==> src/rtl/scroll_latch.sv <==
// scroll_latch: two-layer X/Y scroll and priority latch on the CPU bus strobe.
// Define SCROLL_LATCH_DOUBLE_BUFFER_EN to hold writes in a shadow set until the nVBLANK falling edge.
module scroll_latch (
  input  logic       CLK_6M,
  input  logic       nRESET,
  input  logic       nLATCH,
  input  logic       nWE,
  input  logic [2:0] A,
  input  logic [7:0] D,
  input  logic       nVBLANK,
  output logic [8:0] SCROLLX_A,
  output logic [7:0] SCROLLY_A,
  output logic [2:0] PRI_A,
  output logic [8:0] SCROLLX_B,
  output logic [7:0] SCROLLY_B,
  output logic [2:0] PRI_B,
  output logic       PENDING
);
  typedef enum logic {IDLE, ARMED} state_t;
  typedef struct packed {
    logic [8:0] x;
    logic [7:0] y;
    logic [2:0] pri;
  } layer_t;
  state_t       state_q;
  logic [2:0]   hold_a_q;
  logic [7:0]   hold_d_q;
  layer_t [1:0] shd_q, shd_d, act_q, act_d;
  logic         pend_q, pend_d;
  logic         strobe, wr_en, wr_valid;
  assign strobe   = !nLATCH && !nWE;
  assign wr_en    = (state_q == ARMED) && nLATCH;
  assign wr_valid = wr_en && (hold_a_q[1:0] != 2'd3);
  // Every non-strobe cycle leaves ARMED: either completion (nLATCH high) or abort (nWE high).
  always_ff @(posedge CLK_6M or negedge nRESET)
    if (!nRESET) begin
      state_q  <= IDLE;
      hold_a_q <= '0;
      hold_d_q <= '0;
    end else begin
      state_q <= strobe ? ARMED : IDLE;
      if (strobe) begin
        hold_a_q <= A;
        hold_d_q <= D;
      end
    end
  always_comb begin
    shd_d = shd_q;
    if (wr_valid) begin
      if (hold_a_q[1:0] == 2'd0) begin
        shd_d[hold_a_q[2]].x[8] = hold_d_q[0];
        shd_d[hold_a_q[2]].pri  = hold_d_q[3:1];
      end else if (hold_a_q[1:0] == 2'd1) begin
        shd_d[hold_a_q[2]].x[7:0] = hold_d_q;
      end else begin
        shd_d[hold_a_q[2]].y = hold_d_q;
      end
    end
  end
`ifdef SCROLL_LATCH_DOUBLE_BUFFER_EN
  logic vb_q, commit;
  assign commit = vb_q && !nVBLANK;
  // Committing shd_d rather than shd_q lets a coincident write bypass straight to the outputs.
  assign act_d  = commit ? shd_d : act_q;
  assign pend_d = !commit && (wr_valid || pend_q);
  always_ff @(posedge CLK_6M or negedge nRESET)
    if (!nRESET) vb_q <= 1'b1;
    else vb_q <= nVBLANK;
`else
  logic unused_vblank;
  assign unused_vblank = nVBLANK;
  assign act_d  = shd_q;
  assign pend_d = wr_valid;
`endif
  always_ff @(posedge CLK_6M or negedge nRESET)
    if (!nRESET) begin
      shd_q  <= '0;
      act_q  <= '0;
      pend_q <= 1'b0;
    end else begin
      shd_q  <= shd_d;
      act_q  <= act_d;
      pend_q <= pend_d;
    end
  assign SCROLLX_A = act_q[0].x;
  assign SCROLLY_A = act_q[0].y;
  assign PRI_A     = act_q[0].pri;
  assign SCROLLX_B = act_q[1].x;
  assign SCROLLY_B = act_q[1].y;
  assign PRI_B     = act_q[1].pri;
  assign PENDING   = pend_q;
endmodule

==> config.mk <==
export PLATFORM = sky130hd
export DESIGN_NAME = scroll_latch
export DESIGN_NICKNAME = d
export VERILOG_FILES = /design/src/rtl/scroll_latch.sv
export SDC_FILE = /design/constraint.sdc
export NUM_CORES = 1
export LEC_CHECK = 0
export ABC_AREA = 0
export BUFFER_PORTS_ARGS = -buffer_cell sky130_fd_sc_hd__clkbuf_2
export CORE_MARGIN = 2
export CORE_UTILIZATION = 54
export CTS_BUF_LIST = sky130_fd_sc_hd__clkbuf_8 sky130_fd_sc_hd__clkbuf_16
export CTS_CLUSTER_SIZE = 8
export DETAILED_ROUTE_END_ITERATION = 12
export PLACE_DENSITY_LB_ADDON = 0.05
export RECOVER_POWER = 50
export SLEW_MARGIN = 20
export SYNTH_ARGS = -nofsm -noshare
export SYNTH_HDL_FRONTEND = slang
export SYNTH_SLANG_ARGS = --single-unit
==> constraint.sdc <==
create_clock -name CLK_6M -period 4.7 [get_ports CLK_6M]
set_clock_uncertainty 0.15 [all_clocks]
set_input_delay 0.235 -clock CLK_6M [delete_from_list [all_inputs] [get_ports CLK_6M]]
set_output_delay 0.235 -clock CLK_6M [all_outputs]
set_load 0.02 [all_outputs]
[After elaboration in Yosys (flattened, before gate mapping)]
Index checks and enable logic that the tools add are counted.
Operators by class
  $lt $le $gt $ge: 2
  mux-type cells: 15
  eq/ne operators: 2
  reduce and logical (&&, ||, !) cells: 7
Operators with widths (count)
  bitwise mux 40 bit: 4
  demux 20 bit (select 1 bit): 4
  2-to-1 mux 40 bit: 2
  2-to-1 mux 20 bit: 1
  2-to-1 mux 19 bit: 1
  2-to-1 mux 11 bit: 1
  logical AND 1 bit: 4
  2-to-1 mux 3 bit: 1
  equality test 2 x 1 -> 1 bit (second input constant): 1
  logical NOT 1 bit: 2
  logical NOT 2 bit: 1
  less-than comparator 1 x 2 -> 1 bit (second input constant): 1
  inequality test 2 bit (second input constant): 1
  >= comparator 1 bit (second input constant): 1
  2-to-1 mux 1 bit: 1
Storage, ports and cells
  flip-flop bits (word level): 93
  output and inout port bits: 41

[Logic depth before layout (Yosys ltp)]
  depth in word-level cells: 7
  depth in mapped cells: 4

[Worst setup path after synthesis]
Ideal clock, no wire load.
  path kind: reg-to-reg
  start: register hold_a_q[2]
  end: register shd_q (netlist bit act_d[1])
  setup slack: 3046 ps
  library setup time: 128 ps
  period minus slack after synthesis: 1654 ps
  cell stages (with the launch flop): 4
  data required time: 4422 ps
  arrival time: 1377 ps
  buffers on the path: 1
  path through: dfrtp_1 or4_1 clkbuf_1 mux2_1
On the way
  word-level cells in the longest chain between the ends: 6
  elaborated cells between the ends (all ways): 14
  those cells by class: order compare (2); mux (11); reduce/logical (1)
Ends and longest elaborated chain
  start, declared: RTL line 26  | logic [2:0] hold_a_q;
  start signal, assigned: RTL line 38  | hold_a_q <= '0;
  start signal, assigned: RTL line 43  | hold_a_q <= A;
  less-than comparator 1 x 2 -> 1 bit (implied by the code) or >= comparator 1 bit (tied branches): RTL line 52  | shd_d[hold_a_q[2]].pri = hold_d_q[3:1];
  logical AND 1 bit (implied by the code): RTL line 52
  2-to-1 mux 3 bit (implied by the code): RTL line 52
  demux 20 bit (select 1 bit): RTL line 52
  bitwise mux 40 bit: RTL line 52
  2-to-1 mux 40 bit (*): RTL line 50  | if (hold_a_q[1:0] == 2'd0) begin
  end signal, assigned: RTL line 77  | shd_q <= '0;
  end signal, assigned: RTL line 81  | shd_q <= shd_d;
  end, declared: RTL line 28  | layer_t [1:0] shd_q, shd_d, act_q, act_d;
Every way passes the cells marked *; elsewhere a longest branch is shown, timed or not.
A chain may end at the register's enable or synchronous reset.

==> flow_metrics.py <==
metrics = {
    "power_and_ir_drop": {
        "internal_power_mw": 1.66,
        "ir_worst_vdd_mv": 0.323,
        "power_frac_clock": 0.287,
        "combinationalPowerShare": 0.196,
        "power_mw": 2.32,
        "switchingPower_mw": 0.658,
        "p_seq_frac": 0.517,
        "p_leak_nw": 1.77,
        "powerDensity_nw_per_um2": 622,
        "switching_share": 0.284,
    },
    "global_routing": {
        "grt_max_degree": 94,
        "grt_pass1_wl_um": 8220,
        "antenna_found_initial": 0,
        "grt.busiest_layer": "met2",
        "grtUsageMet3": 0.0364,
        "grtUsageTotal": 0.181,
        "grt_overflow_total": 0,
        "grt.met1_usage": 0.249,
        "use_met2": 0.279,
        "grt_pass1_vias": 1613,
    },
    "yosys": {
        "syn-instance-count": 159,
        "synth_top_area_frac": 0.763,
        "netlist_area_sq_um": 3050,
        "synth-seq-cells": 93,
        "syn_nets": 175,
        "synthArstFlopShare": 1.00,
        "synth_area_leaders": "dfrtp_1 76%, mux2_2 16%, mux2_4 3.9%",
        "synth.distinct_cells": 18,
        "synth_area_per_cell_sq_um": 19.2,
        "synth.yosys.seq_area_share": 0.763,
        "yosys.area.top_type": "dfrtp_1",
        "yosys.cell_count.top_type": "dfrtp_1",
        "yosysWarnings": 0,
        "synth_edf_count": 0,
        "ys.flop_type": "dfrtp_1",
        "synth_common_cells": "93 x dfrtp_1, 42 x mux2_2, 8 x mux2_4, 2 x buf_2",
    },
    "floorplan": {
        "start_util": 0.557,
        "core_sq_um": 5470,
        "die_h_um": 79.1,
        "io_pins": 57,
        "die_w_um": 79.1,
        "die_area_sq_um": 6260,
        "rows": 27,
    },
    "route": {
        "drt-pass1-iter-count": 2,
        "routedWlPerCell_um": 16.3,
        "vias": 1532,
        "vias_per_cell": 4.94,
        "wl_um": 5060,
        "postRouteAntennaNets": 0,
        "drt_iter0_markers": 80,
        "drc": 0,
    },
    "sta": {
        "hold_viol": 0,
        "fin_crit_ps": 2480,
        "worst_slew_pin_slew_ps": 2160,
        "tns_ps": 0,
        "timing.final.crit_share": 0.527,
        "setup_violations": 0,
        "setup_slack_ps": 2220,
        "maxSlewHeadroom": -0.437,
        "grt_setup_unrepaired": "false",
        "maxSlewViolCount": 94,
        "fmax_ghz": 0.404,
    },
    "critical_path": {
        "worstPathMaxFanout": 93,
        "cp_top_family": "buffers and inverters",
        "path_cells": "dlygate4sd3_1 > clkbuf_2",
        "crit_buf_inv": 2,
        "end_kind": "async pin",
        "max_stage_delay_ps": 1540,
        "critPathSlowestCell": "clkbuf_2",
        "start_kind": "input pin",
        "required_ps": 4570,
        "worstPathArrival_ps": 2350,
        "critical_path_class": "in2async",
    },
    "clocking": {
        "htreeDepth": 3,
        "post_cts_buffers": 0,
        "cts_root_buf": "clkbuf_8",
        "cts_tree": "built",
        "cts_sinks": 93,
        "clk_pin_slew_ps": 80,
        "cts_buffers": 9,
        "clockBufferDepth": 2,
        "clock_latency_ps": 340,
        "ctsResizeCount": 0,
    },
    "flow_run": {
        "max-cap-violations": 1,
    },
    "placed_design": {
        "place_congestion": 0.745,
        "dp_slack_ps": 2790,
        "dp_hpwl_um": 3210,
        "placed_area_sq_um": 3400,
        "io_buffers": 55,
    },
    "final_layout": {
        "final_area_sq_um": 3720,
        "nNetsFinal": 249,
        "area_growth_pct": 22.1,
        "layout-drive-gt1-share": 0.349,
        "diodes": 0,
    },
    "status": {
        "violations": "capacitance limit, slew limit",
        "outcome": "complete, but fails checks",
    },
    "worst_hold_path": {
        "min_path_type": "in2reg",
    },
}
kinds of logic (layout without fill, tap and decap cells):
kind of cell | Yosys count | in the layout | share of synthesized area
flops | 93 | 93 | 0.763
buf+inv | 4 | 83 | 0.00698
simple gates | 10 | 10 | 0.0300
compound gates | 1 | 1 | 0.00164
mux | 51 | 51 | 0.198
layout by cell type (no fill, tap or decap), types with 4 or more instances in the layout:
master and n:
bufinv_16 4, clkbuf_1 42, clkbuf_2 13, clkbuf_8 9
dfrtp_1 93, dlygate4sd3_1 12, mux2_2 42, mux2_4 8
per-layer routing:
| layer | share of wire | vias up |
|---|---|---|
| met2 | 0.50 | 40 |
| li1 | - | 700 |
| met3 | 0.041 | 10 |
| met4 | 0.018 | 0 |
| met1 | 0.44 | 782 |
| met5 | 0 | - |
final cells by class:
type                       count  area (sq um)
clock buffer                   9           124
clock inverter                 7           138
multi-input combinational     62           701
sequential                    93          2330
fill                         416          1750
tap                           72          90.1
timing repair buffer          67           343
power by group through the flow:
stage               sequential, mW  clock, mW  combinational (mW)
floorplan                     1.35          0               0.151
global placement              1.20          0               0.478
detailed placement            1.22          0               0.488
CTS                           1.20      0.679               0.497
global route                  1.24      0.711               0.485
finish                        1.20      0.665               0.455
tightest hold or removal path, stage by stage:
cell and delay [ps]:
clkbuf_1 120, nand2_2 150, a21oi_1 60
per-stage QoR:
stage | utilization | hold slack, ps | cells
2_1_floorplan | - | -211 | 159
3_3_place_gp | 0.620 | 205 | 282
3_5_place_dp | 0.620 | 209 | 282
4_1_cts | 0.690 | 76.8 | 310
5_1_grt | 0.680 | 119 | 310
6_report | 0.680 | 120 | 310
flip-flops by register name, indices dropped and copies added, names as in the netlist, 3 cells and up:
signal / count
act_d: 40
SCROLLX_A: 9
SCROLLX_B: 9
SCROLLY_A: 8
SCROLLY_B: 8
hold_d_q: 8
PRI_A: 3
PRI_B: 3
hold_a_q: 3
what timing repair did:
item                                    in CTS  in global routing
endpoints found under the hold margin      104                  0
hold buffers                                12                  0
endpoints found under the setup margin       0                  0
worst paths after layout:
kind,from,to,slack (ps),depth (start not counted)
max,nRESET,PENDING,2220,2
min,nLATCH,PENDING,120,3
max reg2reg,hold_a_q[0],act_d[13],2800,3
min reg2reg,act_d[24],SCROLLY_B[1],220,0
max in group CLK_6M,hold_a_q[0],act_d[13],2800,3
min in group asynchronous,nRESET,hold_d_q[2],930,2
Note: power is estimated with default switching activity, not from simulation.
